[src/rtl/axis_fir_decimator.sv]
// axis_fir_decimator
// Post-FIR stage: rounds/saturates 32-bit accumulator samples to Q15, keeps one
// of every D samples and re-frames them on an AXI-Stream master with tlast
// every FRAME_LEN outputs. A 4-entry output buffer absorbs backpressure.
//
// Ports
//   s_axis_aclk, s_axis_aresetn : clock, synchronous active-low reset
//   s_axis_t*                   : input stream (tstrb ignored, tlast resyncs phase)
//   m_axis_t*                   : output stream (tstrb constant all-ones)
//   decim_factor                : D (0 -> 1, >MAX_DECIM -> MAX_DECIM)
//   enable                      : 1 = accept input, 0 = stall input, keep draining
//   sat_count                   : clipped-sample counter, present only when
//                                 DECIM_SAT_COUNT_EN is defined
module axis_fir_decimator #(
    parameter int unsigned C_S_AXIS_TDATA_WIDTH = 32,
    parameter int unsigned C_M_AXIS_TDATA_WIDTH = 32,
    parameter int unsigned FRAC_SHIFT           = 15,
    parameter int unsigned MAX_DECIM            = 16,
    parameter int unsigned FRAME_LEN            = 1024
) (
    input  logic                                s_axis_aclk,
    input  logic                                s_axis_aresetn,
    input  logic [C_S_AXIS_TDATA_WIDTH-1:0]     s_axis_tdata,
    input  logic [(C_S_AXIS_TDATA_WIDTH/8)-1:0] s_axis_tstrb,
    input  logic                                s_axis_tlast,
    input  logic                                s_axis_tvalid,
    output logic                                s_axis_tready,
    output logic [C_M_AXIS_TDATA_WIDTH-1:0]     m_axis_tdata,
    output logic [(C_M_AXIS_TDATA_WIDTH/8)-1:0] m_axis_tstrb,
    output logic                                m_axis_tlast,
    output logic                                m_axis_tvalid,
    input  logic                                m_axis_tready,
    input  logic [4:0]                          decim_factor,
    input  logic                                enable
`ifdef DECIM_SAT_COUNT_EN
    ,
    output logic [15:0]                         sat_count
`endif
);

    localparam int unsigned SW  = C_S_AXIS_TDATA_WIDTH;
    localparam int unsigned MW  = C_M_AXIS_TDATA_WIDTH;
    localparam int unsigned EW  = SW + 1;
    localparam int unsigned PW  = (MAX_DECIM > 1) ? $clog2(MAX_DECIM) : 1;
    localparam int unsigned DW  = $clog2(MAX_DECIM + 1);
    localparam int unsigned FW  = (FRAME_LEN > 1) ? $clog2(FRAME_LEN) : 1;
    localparam int unsigned AW  = 2;
    localparam int unsigned CW  = 3;
    localparam int unsigned QW  = 16;

    localparam logic signed [EW-1:0] HALF = EW'(1) << (FRAC_SHIFT - 1);
    localparam logic signed [EW-1:0] QMAX = EW'(32767);
    localparam logic signed [EW-1:0] QMIN = ~QMAX;

    // State
    logic [PW-1:0]   phase;
    logic [DW-1:0]   d_lat;
    logic            pipe_valid;
    logic [MW-1:0]   pipe_data;
    logic [MW-1:0]   mem [2**AW];
    logic [AW-1:0]   rd_ptr;
    logic [AW-1:0]   wr_ptr;
    logic [CW-1:0]   count;
    logic [FW-1:0]   frame;

    // Next-state
    logic signed [EW-1:0] ext;
    logic signed [EW-1:0] rnd;
    logic signed [EW-1:0] shifted;
    logic signed [QW-1:0] sat_val;
    logic                 clip;
    logic [DW-1:0]        d_eff;
    logic                 accept;
    logic                 keep;
    logic                 push;
    logic                 pop;
    logic [PW-1:0]        phase_nxt;
    logic [DW-1:0]        d_lat_nxt;
    logic [MW-1:0]        pipe_data_nxt;
    logic [CW-1:0]        count_nxt;
    logic [CW-1:0]        occ_nxt;
    logic [AW-1:0]        rd_nxt;
    logic [AW-1:0]        wr_nxt;
    logic [FW-1:0]        frame_nxt;
    logic [MW-1:0]        head_nxt;
    logic                 tready_nxt;

    logic unused_strb;
    assign unused_strb  = ^s_axis_tstrb;
    assign m_axis_tstrb = '1;

    // Round-half-up, saturate, decimate and buffer bookkeeping
    always_comb begin
        ext           = EW'($signed(s_axis_tdata));
        rnd           = '0;
        shifted       = '0;
        sat_val       = '0;
        clip          = 1'b0;
        d_eff         = DW'(1);
        accept        = s_axis_tvalid & s_axis_tready;
        keep          = 1'b0;
        push          = pipe_valid;
        pop           = m_axis_tvalid & m_axis_tready;
        phase_nxt     = phase;
        d_lat_nxt     = d_lat;
        pipe_data_nxt = pipe_data;
        count_nxt     = count;
        occ_nxt       = '0;
        rd_nxt        = rd_ptr;
        wr_nxt        = wr_ptr;
        frame_nxt     = frame;
        head_nxt      = mem[rd_ptr];
        tready_nxt    = 1'b0;

        rnd     = ext + HALF;
        shifted = rnd >>> FRAC_SHIFT;
        if (shifted > QMAX) begin
            sat_val = 16'sh7FFF;
            clip    = 1'b1;
        end else if (shifted < QMIN) begin
            sat_val = -16'sh8000;
            clip    = 1'b1;
        end else begin
            sat_val = shifted[QW-1:0];
        end

        if (32'(decim_factor) == 32'd0) begin
            d_eff = DW'(1);
        end else if (32'(decim_factor) > MAX_DECIM) begin
            d_eff = DW'(MAX_DECIM);
        end else begin
            d_eff = DW'(decim_factor);
        end

        // Factor is latched only when a new decimation period begins
        if (accept) begin
            if (phase == '0) begin
                keep          = 1'b1;
                d_lat_nxt     = d_eff;
                pipe_data_nxt = MW'(sat_val);
                phase_nxt     = (d_eff == DW'(1)) ? PW'(0) : PW'(1);
            end else if (32'(phase) + 32'd1 >= 32'(d_lat)) begin
                phase_nxt = '0;
            end else begin
                phase_nxt = phase + PW'(1);
            end
            if (s_axis_tlast) begin
                phase_nxt = '0;
            end
        end

        count_nxt = count + CW'(push) - CW'(pop);
        if (push) begin
            wr_nxt = wr_ptr + AW'(1);
        end
        if (pop) begin
            rd_nxt = rd_ptr + AW'(1);
            frame_nxt = (frame == FW'(FRAME_LEN - 1)) ? FW'(0) : frame + FW'(1);
        end

        // New head is the incoming pipe sample when it lands in the head slot
        if (push && (rd_nxt == wr_ptr)) begin
            head_nxt = pipe_data;
        end else begin
            head_nxt = mem[rd_nxt];
        end

        occ_nxt    = count_nxt + CW'(keep);
        tready_nxt = enable & (occ_nxt < CW'(3));
    end

    always_ff @(posedge s_axis_aclk) begin
        if (!s_axis_aresetn) begin
            phase         <= '0;
            d_lat         <= DW'(1);
            pipe_valid    <= 1'b0;
            pipe_data     <= '0;
            rd_ptr        <= '0;
            wr_ptr        <= '0;
            count         <= '0;
            frame         <= '0;
            s_axis_tready <= 1'b0;
            m_axis_tvalid <= 1'b0;
            m_axis_tdata  <= '0;
            m_axis_tlast  <= 1'b0;
        end else begin
            phase         <= phase_nxt;
            d_lat         <= d_lat_nxt;
            pipe_valid    <= keep;
            pipe_data     <= pipe_data_nxt;
            rd_ptr        <= rd_nxt;
            wr_ptr        <= wr_nxt;
            count         <= count_nxt;
            frame         <= frame_nxt;
            s_axis_tready <= tready_nxt;
            m_axis_tvalid <= (count_nxt != '0);
            if (count_nxt != '0) begin
                m_axis_tdata <= head_nxt;
            end
            m_axis_tlast  <= (count_nxt != '0) && (frame_nxt == FW'(FRAME_LEN - 1));
        end
    end

    // Buffer storage needs no reset; occupancy tracking guards every read
    always_ff @(posedge s_axis_aclk) begin
        if (push) begin
            mem[wr_ptr] <= pipe_data;
        end
    end

`ifdef DECIM_SAT_COUNT_EN
    // Clipped kept samples, sticky at all-ones
    always_ff @(posedge s_axis_aclk) begin
        if (!s_axis_aresetn) begin
            sat_count <= '0;
        end else if (keep && clip && (sat_count != 16'hFFFF)) begin
            sat_count <= sat_count + 16'd1;
        end
    end
`endif

endmodule

[config.mk]
export PLATFORM = sky130hd
export DESIGN_NAME = axis_fir_decimator
export DESIGN_NICKNAME = d
export VERILOG_FILES = /design/src/rtl/axis_fir_decimator.sv
export SDC_FILE = /design/constraint.sdc
export NUM_CORES = 1
export LEC_CHECK = 0
export CORE_MARGIN = 4
export CORE_UTILIZATION = 66
export CTS_BUF_LIST = sky130_fd_sc_hd__clkbuf_4 sky130_fd_sc_hd__clkbuf_8
export DETAILED_ROUTE_END_ITERATION = 10
export DONT_BUFFER_PORTS = 1
export PLACE_DENSITY = 0.82
export SKIP_LAST_GASP = 1
export SLEW_MARGIN = 30
export SYNTH_ARGS = -nofsm -noshare
export SYNTH_HDL_FRONTEND = slang
export SYNTH_SLANG_ARGS = --single-unit
[constraint.sdc]
create_clock -name s_axis_aclk -period 7.3 [get_ports s_axis_aclk]
set_input_delay 2.19 -clock s_axis_aclk [delete_from_list [all_inputs] [get_ports s_axis_aclk]]
set_output_delay 2.19 -clock s_axis_aclk [all_outputs]
set_load 0.005 [all_outputs]
## Word level (Yosys, flattened, before mapping)

Memories as Yosys holds them, arrays and structs flattened. A register that Yosys moved wholly into a read port is not among the register bits.
Index checks and enable logic that the tools add are counted.

- $add $sub $neg: 9
- $lt $le $gt $ge: 5
- Equal/unequal tests: 3
- Mux-type cells: 15
- Bitwise gates (word level): 3
- Reduce and logical (&&, ||, !) cells: 6

Operator list:

| operator | number |
|---|---|
| 32-bit by 16-bit adder with 33-bit output, second input constant | 1 |
| 16-bit two-way mux | 2 |
| 10-bit equality test, second input constant | 2 |
| 10-bit two-way mux | 2 |
| 18-bit by 16-bit > comparator with 1-bit output, second input constant | 1 |
| 18-bit by 16-bit less-than comparator with 1-bit output, second input constant | 1 |
| 4-bit two-way mux | 3 |
| 10-bit by 1-bit adder with 10-bit output, second input constant | 1 |
| 5-bit two-way mux | 2 |
| 3-bit by 1-bit adder with 3-bit output | 2 |
| 4-bit by 1-bit adder with 5-bit output, second input constant | 1 |
| 5-bit by 1-bit equality test with 1-bit output, second input constant | 1 |
| 5-bit greater-or-equal comparator | 1 |
| 5-bit > comparator, second input constant | 1 |
| 5-bit zero test | 1 |
| 1-bit two-way mux | 5 |
| 2-bit by 1-bit adder with 2-bit output, second input constant | 2 |
| 4-bit by 1-bit adder with 4-bit output, second input constant | 1 |
| 4-bit zero test | 1 |
| 1-bit AND | 3 |
| 3-bit by 2-bit less-than comparator with 1-bit output, second input constant | 1 |
| 3-bit nonzero test | 1 |
| 3-bit by 1-bit subtractor with 3-bit output | 1 |
| 2-bit two-way mux | 1 |
| 3 further kinds | 3 |

- Bits in registers: 46
- RAM bits: 128
- Bits of input ports: 47
- Output and inout port bits: 39
- Word-level logic and storage cells: 53
- Memories: 1

Memory list:

| memory | words | width | rd ports | clocked after Yosys merged registers in | write ports | line | RTL |
|---|---|---|---|---|---|---|---|
| mem | 4 | 32 | 1 | 1 | 1 | 60 | `logic [MW-1:0] mem [2**AW];` |

## Depth between registers and ports, before layout

- Word-level depth: 7
- Depth in mapped cells: 15
- Depth with buffers taken out: 12

## Worst setup path after synthesis

No wires, ideal clock.

- Kind: in2reg
- From: input port m_axis_tready
- To: register m_axis_tdata[10] (read register of mem)
- Setup time: 122 ps
- Arrival: 4830 ps
- Required time: 7178 ps
- Slack: 2348 ps
- Stages: 15
- Buffers on the path: 3
- Cells stage by stage: nand2_1 > inv_1 > buf_2 > buf_2 > ha_1 > inv_1 > ha_1 > inv_1 > fa_1 > xnor3_1 > nand3b_1 > nand2_1 > clkbuf_1 > nor4_1 > a221o_1

- Word-level cells in the longest chain between the ends: 3
- Elaborated cells between the ends (all ways): 4
- Classes of those cells: add/sub (1); mux (1); bitwise (1); reduce/logical (1)

RTL lines:

| what | line | RTL |
|---|---|---|
| start, declared | 32 | `input logic m_axis_tready,` |
| 1-bit AND (*) | 103 | `pop = m_axis_tvalid & m_axis_tready;` |
| 3-bit by 1-bit subtractor with 3-bit output | 152 | `count_nxt = count + CW'(push) - CW'(pop);` |
| 3-bit nonzero test | 197 | `if (count_nxt != '0) begin` |
| end, declared | 28 | `output logic [C_M_AXIS_TDATA_WIDTH-1:0] m_axis_tdata,` |

Mark *: on every way between the ends. The rest lies on a longest branch, timed or not.
A chain may end at the register's enable or synchronous reset.

## Final worst setup path

- From: input port m_axis_tready
- To: register m_axis_tdata[1] (read register of mem)

The elaborated chain is that of the path after synthesis.

==> results.tsv <==
stage	metric	value	unit
routing	WL/cell	18.8	um
logic_synthesis	EDFF count, synth	64	
setup_path	Crit Path Max Fanout	39	
placement	setup slack at placement	1.82	ns
routing	routed vias/inst	6.42	
clock_network	hold buffers post-CTS	0	
cells_and_area	Core Util, Final	71.4	%
cells_and_area	share of cells above drive strength 1	12.4	%
sta	Slew HR	40.1	%
clock_network	CTS Sinks	126	
clock_network	clock latency on the worst-skew pair	0.42	ns
floorplanning	# IOs	86	
cells_and_area	Layout area overhead	4.81	%
setup_path	critical path class	input pin to flip-flop	
setup_path	Top cell by count, worst path	inv_1	
grt	vias in the first global route	4405	
cells_and_area	# diodes	0	
floorplanning	Initial Utilization	68.1	%
cells_and_area	Final nets	609	
routing	drt drc	0	
setup_path	max incr delay on CP	0.66	ns
setup_path	CP delay by family, top	simple AND/OR/NAND/NOR gates	
floorplanning	CORE AREA	9280	um^2
routing	DRT iter0 DRCs	390	
routing	final WL	12900	um
floorplanning	die width	106	um
pwr	worst ir drop on vdd	0.000124	V
floorplanning	num rows	35	
floorplanning	die area	11200	um^2
setup_path	critical path arrival	5.37	ns
logic_synthesis	YS warnings	0	
cells_and_area	commonest non-fill, non-tap cell in the layout	edfxtp_1	
floorplanning	Die H	106	um
sta	Final Hold Viols	0	
sta	Slew Viols, Final	0	
sta	minimum clock period	5.06	ns
pwr	Lkg Pwr	2.40	nW
setup_path	CP bufs+invs	4	
placement	PortBufs	0	
clock_network	clk slew on worst S/H paths	0.07	ns
clock_network	maximum buffer depth of the clock tree	2	
clock_network	CTS tree	done	
placement	placed inst area	6220	um^2
clock_network	post-CTS sizing	0	
sta	Slew @ Worst Pin	0.899	ns
pwr	PwrDens	295	nW/um^2
clock_network	Post-CTS Setup Repair Bufs	0	
setup_path	crit-path cells	nand2_1 > buf_4 > inv_1 > ha_1 > inv_1 > ha_1 > inv_1 > fa_1 > xnor3_1 > nand3b_1 > nand2_1 > nor4_1 > a221o_1	
logic_synthesis	sequential area share after synthesis	50.0	%
flow_run	Max Cap Viol	0	
sta	Final WS setup	2.24	ns
clock_network	root buffer cell	clkbuf_8	
logic_synthesis	Yosys reg bits	126	
logic_synthesis	mapped cell area	6320	um^2
sta	crit share post-route	69.3	%
grt	grt ovf	0	
routing	DRT Pass-1 Iters	6	
cells_and_area	Fillers	665	
logic_synthesis	syn_area_per_cell	11.2	um^2
placement	HPWL Detailed	8470	um
grt	initial antenna violation count	0	
clock_network	Inserted Clock Buffers	17	
clock_network	H-tree Lvls	4	
logic_synthesis	top post-synthesis cells by area	edfxtp_1 (30%), dfxtp_1 (20%), mux4_2 (5.7%)	
logic_synthesis	dominant synthesized flop cell	edfxtp_1	
sta	clock skew	0.00923	ns
setup_path	CP Capture Type	flip-flop	
sta	Final setup viols	0	
logic_synthesis	post-synthesis async set-or-reset flop share	0	%
routing	via count	4406	
setup_path	Worst Setup Start Kind	input pin	
setup_path	Worst Path Required	7.61	ns
grt	first-pass GRT wire length	21400	um
logic_synthesis	area share of the largest cell type after synthesis	30.4	%
sta	Fmax achieved	198	MHz
grt	total track usage	24.4	%
placement	global placement routability congestion	0.806	
min_path	Hold WC Path Type	flip-flop to flip-flop	
sta	Setup TNS Final	0	ns
cells_and_area	most frequent cells in the layout	edfxtp_1 (64), dfxtp_1 (61), nand2_1 (58), nor2_1 (47), inv_1 (23)	
routing	antenna viol nets, final	0	
cells_and_area	final instance area	6630	um^2
setup_path	CP max stage cell	nand2_1	
grt	largest net degree at the start of global routing	41	
logic_synthesis	post-synthesis cell type count	62	
logic_synthesis	cell taking the most area after synthesis	edfxtp_1	
sta	RSZ-0062 raised after global routing	false	
status	status	finished clean	
logic_synthesis	Mapped Cells	566	
## worst min-delay path, delay by kind of cell (launching register included)
family / cells / cell delay, ns
AOI/OAI and AO/OA: 1 / 0.05
DFF: 1 / 0.31
and+or+nand+nor: 1 / 0.05
## logic make-up after synthesis
kind of cell / share of synthesized area, %
compound gates: 12.3
xor+xnor: 3.54
fa+ha+maj: 3.68
buf+inv: 6.49
flops: 50.0
mux: 8.55
other cells: 0.0593
simple gates: 15.3
## cells in the mapped netlist (all sizes together), types with 3 or more instances
library cell	instances
a221o	15
a21oi	15
nor2b	3
xor2	9
nand4	6
edfxtp	64
xnor2	14
mux2i	18
a32o	15
nand3b	4
mux4	16
buf	38
o21ai	9
or3	6
and4	6
and2	8
dfxtp	62
nor3	6
nor4	19
nand3	16
nor2	47
nand2	58
clkbuf	13
inv	24
o211ai	4
o221a	14
and3	6
ha	17
## flip-flops by register name, summed over array words and instances (netlist names), 3 cells and up
| signal | count |
|---|---|
| mem | 64 |
| m_axis_tdata | 16 |
| pipe_data | 16 |
| frame | 10 |
| d_lat | 5 |
| phase | 4 |
| count | 3 |
## area by class of cell
type	count	area [um^2]	share of cell area, %
Sequential cell	126	3160	47.8
Tap cell	129	161	2.44
Multi-Input combinational cell	367	2760	41.6
Clock buffer	19	255	3.85
Clock inverter	13	141	2.13
Timing Repair Buffer	7	50.0	0.755
Inverter	25	93.8	1.42
## worst paths after layout
| kind | startpoint | to | slack, ns | depth (start not counted) |
|---|---|---|---|---|
| max | m_axis_tready | m_axis_tdata[1]$_SDFFE_PN0P_ | 2.24 | 13 |
| min | d_lat[1]$_SDFFE_PN0P_ | d_lat[1]$_SDFFE_PN0P_ | 0.46 | 2 |
| max reg2reg | m_axis_tvalid$_SDFF_PN0_ | m_axis_tdata[1]$_SDFFE_PN0P_ | 3.65 | 13 |
| min reg2reg | d_lat[1]$_SDFFE_PN0P_ | d_lat[1]$_SDFFE_PN0P_ | 0.46 | 2 |
## report_power, final
group | switching, mW | leakage (nW) | internal [mW] | total [mW]
combinational | 0.255 | 1.11 | 0.194 | 0.449
clock | 0.273 | 0.184 | 0.316 | 0.589
sequential | 0.0853 | 1.11 | 0.831 | 0.916
total | 0.613 | 2.40 | 1.34 | 1.95
## stage by stage
| stage | hold slack [ns] | total power [mW] | std cells |
|---|---|---|---|
| 3_3_place_gp | 0.444 | 1.35 | 653 |
| 5_1_grt | 0.473 | 2.05 | 686 |
| 4_1_cts | 0.457 | 1.96 | 685 |
| 6_report | 0.457 | 1.95 | 686 |
| 3_5_place_dp | 0.447 | 1.37 | 653 |
| 2_1_floorplan | 0.432 | 1.30 | 569 |
## per-layer routing
metal,GRT usage (%),routed length [um]
met5,0,0
met2,40.5,6220
met1,31.3,5260
met4,9.25,244
met3,5.45,1140
No activity file was read; power rests on OpenSTA's default activity.
